<file path="config.mk">
export PLATFORM = sky130hd
export DESIGN_NAME = afifo_rd_arbiter
export DESIGN_NICKNAME = d
export VERILOG_FILES = /design/src/rtl/afifo_rd_arbiter.sv
export SDC_FILE = /design/constraint.sdc
export NUM_CORES = 1
export LEC_CHECK = 0
export ABC_AREA = 1
export BUFFER_PORTS_ARGS = -buffer_cell sky130_fd_sc_hd__buf_2
export CAP_MARGIN = 20
export CORE_MARGIN = 3
export CORE_UTILIZATION = 32
export CTS_BUF_LIST = sky130_fd_sc_hd__clkbuf_8
export DETAILED_ROUTE_END_ITERATION = 6
export MAX_ROUTING_LAYER = met4
export PLACE_DENSITY_LB_ADDON = 0.05
export SLEW_MARGIN = 20
export SYNTH_ARGS = -nofsm -noshare
export SYNTH_HDL_FRONTEND = slang
export SYNTH_SLANG_ARGS = --single-unit
</file>
<file path="constraint.sdc">
create_clock -name rclk -period 1.9 [get_ports rclk]
set_input_delay 0.095 -clock rclk [delete_from_list [all_inputs] [get_ports rclk]]
set_output_delay 0.095 -clock rclk [all_outputs]
set_load 0.02 [all_outputs]
</file>
<file path="src/rtl/afifo_rd_arbiter.sv">
// Round-robin arbiter sharing the async FIFO read port among NUM_REQ read-domain consumers.
// Define AFIFO_RD_ARB_BURST_EN to let a winner hold the port for up to MAX_BURST pops.
module afifo_rd_arbiter #(
  parameter int unsigned DATA_WIDTH = 32,
  parameter int unsigned NUM_REQ    = 4,
  parameter int unsigned MAX_BURST  = 4
) (
  input  logic                       rclk,
  input  logic                       rrst,
  input  logic                       rempty,
  input  logic [DATA_WIDTH-1:0]      rdata,
  output logic                       rinc,
  input  logic [NUM_REQ-1:0]         req,
  output logic [DATA_WIDTH-1:0]      dout,
  output logic                       dout_vld,
  output logic [$clog2(NUM_REQ)-1:0] dout_id,
  output logic                       busy
);

  localparam int unsigned IdW     = $clog2(NUM_REQ);
  localparam logic [IdW:0] NumReqW = NUM_REQ[IdW:0];

  if (NUM_REQ < 2 || NUM_REQ > 16 || MAX_BURST < 1 || MAX_BURST > 255) begin : g_bad_param
    $error("afifo_rd_arbiter: parameter out of range");
  end

  typedef enum logic [1:0] {StIdle, StServe, StLock} state_e;

  state_e                state_q, state_d;
  logic [IdW-1:0]        rr_ptr_q, rr_ptr_d;
  logic [DATA_WIDTH-1:0] dout_q, dout_d;
  logic [IdW-1:0]        dout_id_q, dout_id_d;
  logic                  dout_vld_q, dout_vld_d;

`ifdef AFIFO_RD_ARB_BURST_EN
  localparam int unsigned CntW = $clog2(MAX_BURST + 1);
  logic [IdW-1:0]  owner_q, owner_d;
  logic [CntW-1:0] cnt_q, cnt_d;
`endif

  logic           fire;
  logic           found;
  logic [IdW-1:0] winner;
  logic [IdW:0]   scan_idx;

  function automatic logic [IdW-1:0] next_ptr(input logic [IdW-1:0] p);
    return (p == IdW'(NUM_REQ - 1)) ? '0 : p + IdW'(1);
  endfunction

  // First set request scanning upward from rr_ptr, wrapping modulo NUM_REQ.
  always_comb begin
    found    = 1'b0;
    winner   = '0;
    scan_idx = '0;
    for (int i = 0; i < NUM_REQ; i++) begin
      scan_idx = {1'b0, rr_ptr_q} + (IdW + 1)'(i);
      if (scan_idx >= NumReqW) scan_idx = scan_idx - NumReqW;
      if (!found && req[scan_idx[IdW-1:0]]) begin
        found  = 1'b1;
        winner = scan_idx[IdW-1:0];
      end
    end
  end

  always_comb begin
    fire       = (|req) && !rempty && !rrst;
    rinc       = 1'b0;
    state_d    = state_q;
    rr_ptr_d   = rr_ptr_q;
    dout_d     = dout_q;
    dout_id_d  = dout_id_q;
    dout_vld_d = 1'b0;
`ifdef AFIFO_RD_ARB_BURST_EN
    owner_d    = owner_q;
    cnt_d      = cnt_q;
`endif
    case (state_q)
      StIdle, StServe: begin
        if (fire) begin
          rinc       = 1'b1;
          dout_d     = rdata;
          dout_id_d  = winner;
          dout_vld_d = 1'b1;
          rr_ptr_d   = next_ptr(winner);
          state_d    = StServe;
`ifdef AFIFO_RD_ARB_BURST_EN
          // A one-pop burst is indistinguishable from plain arbitration.
          if (MAX_BURST > 1) begin
            state_d = StLock;
            owner_d = winner;
            cnt_d   = CntW'(1);
          end
`endif
        end else begin
          state_d = StIdle;
        end
      end
`ifdef AFIFO_RD_ARB_BURST_EN
      StLock: begin
        if (req[owner_q] && !rempty && !rrst) begin
          rinc       = 1'b1;
          dout_d     = rdata;
          dout_id_d  = owner_q;
          dout_vld_d = 1'b1;
          cnt_d      = cnt_q + CntW'(1);
          if (32'(cnt_q) + 32'd1 == MAX_BURST) begin
            state_d  = StServe;
            rr_ptr_d = next_ptr(owner_q);
          end
        end else begin
          state_d  = StServe;
          rr_ptr_d = next_ptr(owner_q);
        end
      end
`endif
      default: state_d = StIdle;
    endcase
  end

  always_ff @(posedge rclk or posedge rrst) begin
    if (rrst) begin
      state_q    <= StIdle;
      rr_ptr_q   <= '0;
      dout_q     <= '0;
      dout_id_q  <= '0;
      dout_vld_q <= 1'b0;
`ifdef AFIFO_RD_ARB_BURST_EN
      owner_q    <= '0;
      cnt_q      <= '0;
`endif
    end else begin
      state_q    <= state_d;
      rr_ptr_q   <= rr_ptr_d;
      dout_q     <= dout_d;
      dout_id_q  <= dout_id_d;
      dout_vld_q <= dout_vld_d;
`ifdef AFIFO_RD_ARB_BURST_EN
      owner_q    <= owner_d;
      cnt_q      <= cnt_d;
`endif
    end
  end

  assign dout     = dout_q;
  assign dout_id  = dout_id_q;
  assign dout_vld = dout_vld_q;
  assign busy     = (state_q != StIdle);

endmodule
</file>
After elaboration in Yosys (flattened, before gate mapping)
Index checks and enable logic that the tools add are counted.

Flip-flop bits (word level): 39. Input port bits: 39. Output and inout port bits: 37.

Add/sub/neg operators: 8. Order comparisons: 8. Equal/unequal tests: 2. Mux-type cells: 24. Reduce and logical (&&, ||, !) cells: 15.

Operator list (number): $mux W2 (10); $lt A2 B3 Y1 const B (4); $mux W1 (10); $ge A3 B3 Y1 const B (3); $bmux W1 S2 (4); $sub A2 B1 Y2 const B (4); $add A2 B2 Y3 const B (2); $logic_and A1 B1 Y1 (5); $logic_not A1 Y1 (5); $reduce_or A4 Y1 (1); $add A2 B1 Y3 const B (1); $ge A2 B3 Y1 const B (1); $add A2 B1 Y2 const B (1); $eq A2 B1 Y1 const B (1); $eq A2 B2 Y1 const B (1); $logic_not A2 Y1 (1); $reduce_and A2 Y1 (1); $reduce_bool A2 Y1 (1); $reduce_or A2 Y1 (1).

Depth between registers and ports, before layout
Word-level depth: 16. Depth in mapped cells: 12. Gate-level depth less buffers: 12.

Least setup slack after synthesis
Ideal clock, no wire load.

Path kind: input port to flip-flop. Start: input rrst. End: register dout_q[0] (netlist: dout[0]). Library setup time: 0.066 ns. Arrival: 1.889 ns. Required time: 1.834 ns. Path slack: -0.054 ns. Stages on the path: 6. Path through: inv_1 nand3_1 clkinv_1 clkbuf_1 nand2_1 nand2_1.

Longest elaborated chain between the ends: 3.

RTL lines: from (decl) (RTL line 9) `input logic rrst,`; $logic_not A1 Y1 (no source line); $logic_and A1 B1 Y1 (RTL line 66) `fire = (|req) && !rempty && !rrst;`; $reduce_and A2 Y1 (no source line); to (signal assigned) (RTL line 134) `dout_q <= dout_d;`; to (decl) (RTL line 31) `logic [DATA_WIDTH-1:0] dout_q, dout_d;`.

No other way between the ends. A chain may end at the register's enable or synchronous reset.

Worst setup path in the final report
Start: register rr_ptr_q[0]. End: register rr_ptr_q[1].

Longest elaborated chain between the ends: 16. Elaborated cells on any way between the ends: 39. Classes of those cells: add/sub (8); order compare (4); eq/ne (1); mux (20); reduce/logical (6).

RTL lines: from (decl) (RTL line 30) `logic [IdW-1:0] rr_ptr_q, rr_ptr_d;`; from (signal assigned) (RTL line 133) `rr_ptr_q <= rr_ptr_d;`; branches (longest 13 deep; another with $add A2 B1 Y3); $mux W2 * (RTL line 58) `if (!found && req[scan_idx[IdW-1:0]]) begin`; $add A2 B1 Y2 or $eq A2 B2 Y1 (tied branches) (RTL line 47) `return (p == IdW'(NUM_REQ - 1)) ? '0 : p + IdW'(1);`; $mux W2 * (RTL line 47).

Every way passes the cells marked *. The select of a mux whose other input is x is not followed.

==> flow_summary_export.csv <==
group,metric,value,unit
status,outcome,"finished, final reports clean",
worst_hold_path,hold_class,"in -> reg",
worst_hold_path,holdCritStartpoint,"rdata[30]",
layout,diodes,0,
synth,yosysWarnings,0,
clock_network,cts_tree,"done",
critical_path,startpoint,"rr_ptr_q[0]",
synth,syn_avg_cell_area,7.72,um2
sta,fin_crit_sh,84.7,%
layout,drive_gt1_share,33.4,%
clock_network,cts.path.max_buffers,2,
routing,viasPerCell,4.22,
die,ios,76,
sta,setup_tns,0,ns
layout,final_area,2520,um2
sta,hold_ws,0.00861,ns
grt,antenna_found_initial,0,
critical_path,crit_end,"rr_ptr_q[1]",
power,vdd_drop_max,415,uV
synth,yosysTopAreaCell,"dfrtp_1",
synth,synthAdderAreaFrac,0,%
sta,max_freq,621,MHz
placement,place_area,2200,um2
sta,tightestPinTransition,0.459,ns
critical_path,arrival,1.78,ns
critical_path,reg2reg_to,"rr_ptr_q[1]",
sta,report.final.hold_viol_count,0,
synth,synth_nets,264,
die,start_util,33.6,%
synth,seq_area_frac_synth,53.3,%
grt,grt_pass1_vias,1660,
clock_network,clock-sinks,37,
synth,ys.flop_type,"dfrtp_1",
grt,grt_usage,15.1,%
sta,rsz0062_at_grt,"no",
critical_path,critical_path_class,"reg -> reg",
synth,synth_edf_count,0,
critical_path,crit_path_end_kind,"flip-flop",
synth,synthArstFlopShare,100,%
sta,skew,0.000960,ns
critical_path,cp_max_fo,10,
placement,dp_hpwl,2970,um
placement,io_buffers,75,
synth,yosys-top-cells-area,"dfrtp_1, nand2_1, nand2_2",
critical_path,required,2.07,ns
synth,yosysTopAreaCellShare,53.3,%
routing,wl,4230,um
synth,synthCells,225,
clock_network,htreeDepth,2,
routing,dr.pass1.iters,4,
routing,ant_nets,0,
critical_path,rr_startpoint,"rr_ptr_q[0]",
synth,ys_types,21,
clock_network,clk_pin_slew,0.07,ns
synth,yosys.cell_count.top_type,"nand2_1",
layout,fillerInstances,519,
routing,num_vias,1672,
synth,synth_area,1740,um2
die,die_area,6350,um2
die,core,5170,um2
power,powerDensity,1120,nW/um2
clock_network,root_buffer,"clkbuf_8",
flow_run,max_cap_viol_count,0,
synth,synth_xor_area_share,0,%
routing,wl_per_cell,10.7,um
die,die-height,79.7,um
grt,grt_max_degree,38,
sta,setup_viol,0,
synth,yosys-top-cells-count,"nand2_1, dfrtp_1, nand3_1, nand2_2, inv_1",
die,die_x,79.7,um
placement,gp_congestion,0.811,
layout,nNetsFinal,364,
synth,synthSimpleGateAreaFrac,38.9,%
synth,synth-compound-area-share,2.30,%
routing,drc_errors,0,
grt,grt_pass1_wl,7380,um
synth,ys_seq_elements,37,
sta,drv_slew,0,
critical_path,rr_worst_depth,12,
grt,grt_remaining_overflow,0,
clock_network,clk_latency,0.28,ns
synth,synth.area.mux_share,0,%
die,rows,26,
routing,drt_iter0_markers,96,
synth,synth_top_family_by_area,"simple AND/OR/NAND/NOR gates",
clock_network,cts_buffers,5,
layout,area_growth,44.9,%
power,power.leakage,1.46,nW
critical_path,reg2reg_setup_slack,0.29,ns
sta,fin_crit,1.61,ns
sta,max_slew_margin,69.4,%
critical_path,start_kind,"flip-flop",
layout by cell type (no fill, tap or decap), types with 2 or more instances in the layout:
| cell | Yosys | routed |
|---|---|---|
| dlygate4sd3_1 | 0 | 21 |
| buf_2 | 2 | 75 |
| nand2_2 | 9 | 9 |
| clkbuf_8 | 0 | 7 |
| inv_1 | 8 | 7 |
| nand4_1 | 2 | 2 |
| buf_4 | 1 | 6 |
| inv_2 | 4 | 4 |
| nand2_1 | 134 | 134 |
| nor2_4 | 2 | 2 |
| nand3_1 | 10 | 10 |
| dfrtp_1 | 37 | 37 |
| o21ai_0 | 2 | 2 |
report_power, final:
part           internal [W]  switching [W]
clock network      0.000335       0.000278
logic              0.000425       0.000764
registers          0.000921      0.0000983
total               0.00168        0.00114
stage by stage:
stage          cells  utilization, %  total power, W  worst slack (ns)
2_1_floorplan    225               -         0.00190             0.185
3_3_place_gp     367            42.6         0.00221             0.318
3_5_place_dp     367            42.6         0.00220             0.301
4_1_cts          395            48.5         0.00286             0.287
5_1_grt          396            48.7         0.00307            0.0905
6_report         396            48.7         0.00282             0.291
registers in the layout (all words and copies together) (netlist names):
| register | count |
|---|---|
| dout | 32 |
| dout_id | 2 |
| rr_ptr_q | 2 |
| dout_vld | 1 |
final cells by class:
class	count	area, um2	area share [%]
Sequential cell	37	926	36.8
Multi-Input combinational cell	166	716	28.4
Clock inverter	1	8.76	0.348
Clock buffer	7	96.3	3.83
Timing Repair Buffer	102	631	25.0
Tap cell	70	87.6	3.48
Inverter	13	52.6	2.09
how the worst min path moves through the flow:
stage                     to  cells past startpoint  slack, ns
global route        dout[10]                      3     0.0002
CTS                 dout[25]                      3     0.0002
global placement     dout[8]                      3       0.29
floorplan            dout[0]                      1       0.06
detailed placement   dout[3]                      3       0.29
finish              dout[30]                      3      0.009
logic make-up after synthesis:
group / count (synthesis)
AND/OR/NAND/NOR: 160
AO/OA/AOI/OAI: 6
buffers and inverters: 22
flip-flops: 37
metal layers:
metal	up-vias	global-route usage (%)	wire length, um
met4	0	3.61	20
met5	-	-	0
met3	2	4.06	240
met1	739	18.7	1930
li1	880	-	-
met2	51	24.8	2040
worst max-delay path, cell delays in order, from the launching register on:
cell and delay (ns):
dfrtp_1 0.46, inv_2 0.17, nand2_1 0.11, nand3_1 0.11
nand2_2 0.09, inv_2 0.10, nand2_1 0.05, nand2_1 0.07
nand3_2 0.07, nand2_2 0.10, inv_2 0.05, nand3_1 0.06
nand3_1 0.07
repair_timing:
action | 4_1_cts | 5_1_grt
hold endpoints to repair | 56 | 1
hold buffers | 20 | 1
resized for setup | 0 | 0
setup buffers | 0 | 0
Power figures use the tool's default switching activity.
